### src/rtl/laser_fire_seq.sv
// laser_fire_seq: angle-sync driven N-channel laser fire sequencer with runtime TDC mask table
module laser_fire_seq #(
    parameter int CH_NUM = 8,
    parameter int CH_W = 4,
    parameter int MASK_W = 8,
    parameter int PULSE_CYC = 1,
    parameter int HOLD_CYC = 4,
    parameter logic [CH_NUM*MASK_W-1:0] MASK_INIT = {8'h0D, 8'h0E, 8'h0F, 8'hC0, 8'hD0, 8'hE0, 8'hF0, 8'h0C}
) (
    input  logic              i_clk_100m,
    input  logic              i_rst_n,
    input  logic              i_angle_sync,
    input  logic              i_cdctdc_ready,
    input  logic [1:0]        i_fire_mode,
    input  logic [CH_W-1:0]   i_laser_setnum,
    input  logic [CH_NUM-1:0] i_chnl_en,
    input  logic              i_mask_we,
    input  logic [CH_W-1:0]   i_mask_addr,
    input  logic [MASK_W-1:0] i_mask_wdata,
    output logic [CH_NUM-1:0] o_laser_str,
    output logic              o_laser_sync,
    output logic [MASK_W-1:0] o_tdc_chnlmask,
    output logic [CH_W-1:0]   o_laser_sernum,
    output logic              o_shot_err,
    output logic [15:0]       o_miss_cnt,
    output logic              o_busy
);
    typedef enum logic [1:0] {ST_IDLE, ST_READY, ST_FIRE, ST_HOLD} state_t;
    localparam logic [CH_W:0] CH_LIM = (CH_W+1)'(CH_NUM);
    state_t            state;
    logic [7:0]        cnt;
    logic [CH_W-1:0]   ptr;
    logic [MASK_W-1:0] tbl [CH_NUM];
    logic              fixed_md, skip_md;
    logic              skip_hit, en_bit;
    logic [CH_W-1:0]   skip_ch;
    logic [CH_W:0]     idx;
    logic [CH_W-1:0]   sel_ch, ptr_nxt;
    logic              sel_ok;
    logic [MASK_W-1:0] sel_mask;
    function automatic logic [CH_W-1:0] inc(input logic [CH_W-1:0] x);
        return (x == CH_W'(CH_NUM-1)) ? '0 : x + CH_W'(1);
    endfunction
    assign fixed_md = (i_fire_mode == 2'b01);
    assign skip_md  = (i_fire_mode == 2'b10);
    always_comb begin
        skip_hit = 1'b0;
        skip_ch = '0;
        idx = '0;
        en_bit = 1'b0;
        for (int i = CH_NUM-1; i >= 0; i--) begin
            idx = {1'b0, ptr} + (CH_W+1)'(i);
            idx = (idx >= CH_LIM) ? idx - CH_LIM : idx;
            en_bit = |(i_chnl_en & (CH_NUM'(1) << idx));
            skip_hit = skip_hit | en_bit;
            skip_ch = en_bit ? idx[CH_W-1:0] : skip_ch;
        end
    end
    assign sel_ch  = fixed_md ? i_laser_setnum : skip_md ? skip_ch : ptr;
    assign sel_ok  = fixed_md ? ({1'b0, i_laser_setnum} < CH_LIM) : skip_md ? skip_hit : 1'b1;
    assign ptr_nxt = fixed_md ? ptr : skip_md ? (skip_hit ? inc(skip_ch) : ptr) : inc(ptr);
    always_comb begin
        sel_mask = '0;
        for (int i = 0; i < CH_NUM; i++)
            sel_mask = (sel_ch == CH_W'(i)) ? tbl[i] : sel_mask;
    end
    always_ff @(posedge i_clk_100m or negedge i_rst_n) begin
        if (!i_rst_n) begin
            for (int i = 0; i < CH_NUM; i++)
                tbl[i] <= MASK_INIT[i*MASK_W +: MASK_W];
        end else begin
            for (int i = 0; i < CH_NUM; i++)
                if (i_mask_we && i_mask_addr == CH_W'(i))
                    tbl[i] <= i_mask_wdata;
        end
    end
    always_ff @(posedge i_clk_100m or negedge i_rst_n) begin
        if (!i_rst_n) begin
            state          <= ST_IDLE;
            cnt            <= '0;
            ptr            <= '0;
            o_laser_str    <= '0;
            o_laser_sync   <= 1'b0;
            o_shot_err     <= 1'b0;
            o_tdc_chnlmask <= MASK_INIT[MASK_W-1:0];
            o_laser_sernum <= '0;
            o_busy         <= 1'b0;
        end else begin
            o_laser_sync <= 1'b0;
            o_shot_err   <= 1'b0;
            case (state)
                ST_IDLE: begin
                    state  <= i_cdctdc_ready ? ST_READY : ST_IDLE;
                    o_busy <= !i_cdctdc_ready;
                end
                ST_READY: begin
                    o_busy <= i_angle_sync;
                    if (i_angle_sync) begin
                        state        <= ST_FIRE;
                        cnt          <= 8'(PULSE_CYC - 1);
                        o_laser_sync <= 1'b1;
                        o_shot_err   <= !sel_ok;
                        if (sel_ok) begin
                            o_laser_str    <= CH_NUM'(1) << sel_ch;
                            o_tdc_chnlmask <= sel_mask;
                            o_laser_sernum <= sel_ch;
                            ptr            <= ptr_nxt;
                        end
                    end
                end
                ST_FIRE: begin
                    o_busy <= 1'b1;
                    cnt    <= cnt - 8'd1;
                    if (cnt == 8'd0) begin
                        o_laser_str <= '0;
                        state       <= (HOLD_CYC == 0) ? ST_IDLE : ST_HOLD;
                        cnt         <= 8'(HOLD_CYC - 1);
                    end
                end
                default: begin
                    o_busy <= 1'b1;
                    cnt    <= cnt - 8'd1;
                    state  <= (cnt == 8'd0) ? ST_IDLE : ST_HOLD;
                end
            endcase
        end
    end
    always_ff @(posedge i_clk_100m or negedge i_rst_n) begin
        if (!i_rst_n)
            o_miss_cnt <= '0;
        else if (i_angle_sync && state != ST_READY && o_miss_cnt != 16'hFFFF)
            o_miss_cnt <= o_miss_cnt + 16'd1;
    end
endmodule

### config.mk
export PLATFORM = sky130hd
export DESIGN_NAME = laser_fire_seq
export DESIGN_NICKNAME = d
export VERILOG_FILES = /design/src/rtl/laser_fire_seq.sv
export SDC_FILE = /design/constraint.sdc
export NUM_CORES = 1
export LEC_CHECK = 0
export CAP_MARGIN = 20
export CORE_ASPECT_RATIO = 2
export CORE_UTILIZATION = 25
export DETAILED_ROUTE_END_ITERATION = 10
export SYNTH_ARGS = -nofsm -noshare
export SYNTH_HDL_FRONTEND = slang
export SYNTH_SLANG_ARGS = --single-unit
### constraint.sdc
create_clock -name i_clk_100m -period 3.7 [get_ports i_clk_100m]
set_input_delay 1.11 -clock i_clk_100m [delete_from_list [all_inputs] [get_ports i_clk_100m]]
set_output_delay 1.11 -clock i_clk_100m [all_outputs]
set_load 0.02 [all_outputs]
-- Word level (Yosys, flattened, before mapping)
Cells that the tools add are included.
- bits in read-only memories: 0
- memory bits (writable): 0
- bits in latches: 0
- memories: 0
- logic and storage cells: 177
- register bits after elaboration: 117
- input port bits: 31
- $mul: 0
- equality and inequality tests: 26
- div/mod/pow operators: 0
- bitwise logic cells: 17
- reductions and logical operators: 30
- shift operators: 9
- magnitude comparators: 9
- mux-type cells: 49
- add/sub/neg operators: 19
- operators with widths (operator ; number):
    two-way mux 8 bit ; 13
    bitwise AND 8 bit ; 8
    OR reduction 8 bit ; 8
    << shifter 1 x 5 -> 8 bit (first input constant) ; 8
    two-way mux 4 bit ; 14
    equality test 4 x 3 -> 1 bit (second input constant) ; 10
    two-way mux 5 bit ; 8
    greater-or-equal comparator 5 x 4 -> 1 bit (second input constant) ; 7
    subtractor 5 x 4 -> 5 bit (second input constant) ; 7
    one-hot mux 8 bit (3 select lines) ; 1
    adder 4 x 3 -> 5 bit (second input constant) ; 4
    adder 16 x 1 -> 16 bit (second input constant) ; 1
    equality test 4 x 2 -> 1 bit (second input constant) ; 4
    != test 16 bit (second input constant) ; 1
    one-hot mux 8 bit (2 select lines) ; 1
    adder 4 x 2 -> 5 bit (second input constant) ; 2
    logical AND 1 bit ; 10
    adder 4 x 1 -> 4 bit (second input constant) ; 2
    equality test 4 x 1 -> 1 bit (second input constant) ; 2
    logical NOT 4 bit ; 2
    logical NOT 8 bit ; 1
    << shifter 1 x 4 -> 8 bit (first input constant) ; 1
    subtractor 8 x 1 -> 8 bit (second input constant) ; 1
    two-way mux 1 bit ; 7
    other kinds (20) ; 36

-- Longest topological paths before layout
Gate-level depths: netlist (run 1).
- depth in word-level cells: 25
- mapped depth: 18

-- Worst setup path before layout (run 1)
No wires, ideal clock.
- path type: reg2reg
- start: reg ptr[0]
- end: reg o_tdc_chnlmask[6]
- data required time: 3565 ps
- stages on the path, launching flop included: 17
- clock period less this slack: 3828 ps
- slack: -128 ps
- path buffers: 5
- arrival: 3694 ps
- setup time: 135 ps
- cells stage by stage: dfrtp_1 -> clkbuf_1 -> inv_1 -> clkbuf_1 -> ha_1 -> buf_4 -> a22o_1 -> or3_1 -> and3_1 -> a221oi_2 -> o21ai_1 -> o21a_1 -> buf_6 -> buf_6 -> mux2_4 -> a222oi_1 -> o211ai_1
- cells in the longest elaborated chain, start to end: 25
- elaborated cells on any way between the ends: 91
- RTL lines (what ; line ; RTL):
    start: declaration ; 32 ; logic [CH_W-1:0] ptr;
    start signal: assignment ; 107 ; ptr <= ptr_nxt;
    adder 4 x 3 -> 5 bit ; 52 ; idx = {1'b0, ptr} + (CH_W+1)'(i);
    subtractor 5 x 4 -> 5 bit / greater-or-equal comparator 5 x 4 -> 1 bit (equally long branches) ; 53 ; idx = (idx >= CH_LIM) ? idx - CH_LIM : idx;
    two-way mux 5 bit ; 53 ;
    << shifter 1 x 5 -> 8 bit ; 54 ; en_bit = |(i_chnl_en & (CH_NUM'(1) << idx));
    bitwise AND 8 bit ; 54 ;
    OR reduction 8 bit ; 54 ;
    two-way mux 4 bit (8 in series) ; 56 ; skip_ch = en_bit ? idx[CH_W-1:0] : skip_ch;
    two-way mux 4 bit (2 in series) ; 59 ; assign sel_ch = fixed_md ? i_laser_setnum : skip_md ? skip_ch : ptr;
    logical NOT 4 bit ; 65 ; sel_mask = (sel_ch == CH_W'(i)) ? tbl[i] : sel_mask;
    two-way mux 8 bit (8 in series) ; 65 ;
    end signal: assignment ; 85 ; o_tdc_chnlmask <= MASK_INIT[MASK_W-1:0];
    end signal: assignment ; 105 ; o_tdc_chnlmask <= sel_mask;
    end: declaration ; 22 ; output logic [MASK_W-1:0] o_tdc_chnlmask,
Several ways; a longest one is shown, not always the timed one.
A chain may end at the register's enable or synchronous reset.

-- Final worst setup path (run 1)
- start: in i_chnl_en[3]
- end: reg o_tdc_chnlmask[5]
- cells in the longest elaborated chain, start to end: 21
- elaborated cells on any way between the ends: 52
- RTL lines (what ; line ; RTL):
    start: declaration ; 16 ; input logic [CH_NUM-1:0] i_chnl_en,
    bitwise AND 8 bit ; 54 ;
    OR reduction 8 bit ; 54 ;
    two-way mux 4 bit (8 in series) ; 56 ;
    two-way mux 4 bit (2 in series) ; 59 ;
    logical NOT 4 bit ; 65 ;
    two-way mux 8 bit (8 in series) ; 65 ;
Several ways; a longest one is shown, not always the timed one.

==> run metrics, run 1 <==
Req. time, crit path 3.99 ns; initial core utilization 25.5%; DR pass1 iterations 6; Hold Fails Final Rpt 0; DRT iter0 DRCs 351; post-synth top area share 32.3%; largest net degree at the start of global routing 63; clk sinks 117; flops & latches, synth 117; most common library cells after synthesis dfrtp_1 (91), mux2_2 (74), nand2_1 (63), a21oi_1 (33), nor2_1 (31); Die H 240 um; GRT Resource Usage Total 15.6%; Max clock buf depth 2; H-tree levels 4; Slew Viols, Final 0; Netlist cell types 72; Final Core Density 35.0%; critical path class in2reg; hold-fix buffer count after cts 0; vias 6,133; CTS tree done; Hold WC Path Type reg2reg; share of post-route cells with drive strength above 1 34.3%; Clock Skews 0.00586 ns; n_diodes 0; Core ar. 0.0277 mm2; Max Cap Viol 0; Async SR Flop Fraction 100%; DRT Wirelength 21,900 um; Via density 5.01; worst slew pin tran 0.874 ns; Slew HR 40.9%; gpl congestion 0.914; DPL Wire Length 17,200 um; Port-buffer cells 69; ANT nets after route 0; sequential share of the synthesized area 41.9%; Clock Latency Late Sink 0.43 ns; Critical Path Sink Type flip-flop; Area Growth Syn to Fin 37.2%; setup slack at placement -0.749 ns; Arr. time, crit path 3.91 ns; syn nets 736; most common cell in the netlist dfrtp_1; root buffer cell clkbuf_16; worst setup margin 0.0871 ns; Max IR drop VDD 326 uV; final net count 912; Residual DRC 0; min Tclk post-route 3.61 ns; Mapped Area 0.00706 mm2; wire length per cell 17.9 um; initial antenna violation count 0; cell taking the most area after synthesis dfrtp_1; Clk pin slew, worst setup/hold paths 0.05 ns; number of setup violations in the final report 0; Setup crit start kind input pin; Avg Cell Area, Syn 10.3 um2; Cell Rows 86; Tcrit/Tclk final 97.6%; I/O pin cnt 70; Hold Path Cell Cnt 2; biggest area contributors in the synthesized netlist dfrtp_1 (32%), mux2_2 (12%), dfstp_2 (9.7%), ha_1 (3.9%), nand2_1 (3.4%); clock buffer count from CTS 17; vias in the first global route 6,449; Die Span X 121 um; LEAKAGE 4.11 nW; first-pass GRT wire length 34,000 um; die area 0.0289 mm2; power density of the placed cells 971 mW/mm2; Synth Instances 683; Ys Warns 0; ys flop type dfrtp_1; reg2reg path depth 15; Post-synth EDFFs 0; status finished clean; grt total ovfl 0; worst-path fanout max 7; max frequency 277 MHz
## worst max-delay path, stage by stage
cell and delay (ns):
dlygate4sd2_1 0.29, a22o_1 0.24, or3_4 0.35, and3_4 0.19, a221oi_4 0.29, buf_4 0.17
o21ai_2 0.06, o21a_4 0.25, buf_12 0.14, buf_8 0.13, mux2_4 0.30, a222oi_1 0.24
o211ai_1 0.14
## layout make-up
type | count | area, um2
fillers | 2766 | 18000
well taps | 352 | 440
inverters | 28 | 105
repair buffers | 189 | 1620
flip-flops and latches | 117 | 2960
clock inverters | 6 | 105
clock buffers | 25 | 475
multi-input cells | 506 | 3970
## registers in the layout, summed over array words and instances (netlist names)
name            flops
cnt                 8
o_miss_cnt         16
tbl                64
o_shot_err          1
ptr                 4
o_busy              1
state               2
o_laser_sync        1
o_laser_sernum      4
o_laser_str         8
o_tdc_chnlmask      8
## final timing paths
path                                    from                 to  slack (ns)
max in group asynchronous            i_rst_n             tbl[0]        2.31
setup reg to reg                      ptr[1]  o_tdc_chnlmask[5]        0.10
hold reg to reg            o_tdc_chnlmask[2]  o_tdc_chnlmask[2]        0.48
min in group asynchronous            i_rst_n      o_miss_cnt[8]        0.62
hold / removal             o_tdc_chnlmask[2]  o_tdc_chnlmask[2]        0.48
setup / recovery                i_chnl_en[3]  o_tdc_chnlmask[5]        0.09
## what timing repair did
item / 4_1_cts / 5_1_grt
setup endpoints to repair: 19 / 15
cloned: 0 / 1
hold endpoints to repair: 0 / 0
resized for setup: 13 / 40
pin swaps: 2 / 12
setup buffers: 0 / 4
## through the flow
stage / setup TNS (ns) / hold slack (ns) / area, um2 / power [mW] / cells
after floorplan: 0 / 0.474 / 7060 / 5.09 / 683
after global placement: -12.96 / 0.471 / 8930 / 7.34 / 1187
after detailed placement: -13.20 / 0.474 / 8930 / 7.39 / 1187
after CTS: 0 / 0.481 / 9520 / 9.12 / 1218
after global routing: -0.0202 / 0.493 / 9680 / 9.97 / 1223
final: 0 / 0.479 / 9680 / 9.40 / 1223
## layout by cell type, fill, tap and decap left out, types with 7 or more instances in the layout
cell type,Yosys,layout
nor3_1,14,12
and3_1,10,9
dfrtp_1,91,90
inv_1,28,27
nand3_1,12,12
clkdlybuf4s50_1,0,60
ha_1,22,17
xor2_1,9,9
xnor2_1,16,15
a21oi_1,33,32
clkbuf_16,0,18
o211ai_1,18,18
mux2i_1,11,10
o41ai_1,8,8
nand2_1,63,63
dfstp_2,26,26
a22o_1,11,11
buf_4,2,115
mux2_2,74,74
o21ai_0,21,21
a22oi_1,9,7
or3_1,12,10
nand2b_1,7,7
a222oi_1,8,8
nor2_1,31,30
## report_power, final
part / switching, mW / total, mW / internal, mW
Clock: 0.552 / 1.64 / 1.08
Sequential: 0.260 / 1.95 / 1.69
Combinational: 3.01 / 5.82 / 2.80
## kinds of logic (layout without fill, tap and decap cells)
kind of cell / Yosys count / count (layout) / synth area share (%)
simple gates: 183 / 183 / 12.8
xor+xnor: 26 / 26 / 3.33
fa+ha+maj: 22 / 22 / 3.90
compound gates: 185 / 185 / 19.7
flops: 117 / 117 / 41.9
mux: 90 / 90 / 14.4
buf+inv: 60 / 248 / 3.83
## per-layer routing
layer,vias up,global-route usage [%],share of wire (%)
li1,2900,-,-
met1,3020,14.7,35
met2,151,30.5,57
met3,62,2.05,2.9
met4,0,10.8,5.1
met5,-,0,0
(Power assumes the default switching activity.)
==> run 2, diff against run 1 <==
Settings changed: CTS_CLUSTER_DIAMETER from default to 120.
==> results of run 2 <==
The final DEF is identical to that of run 1; final timing and power are the same.
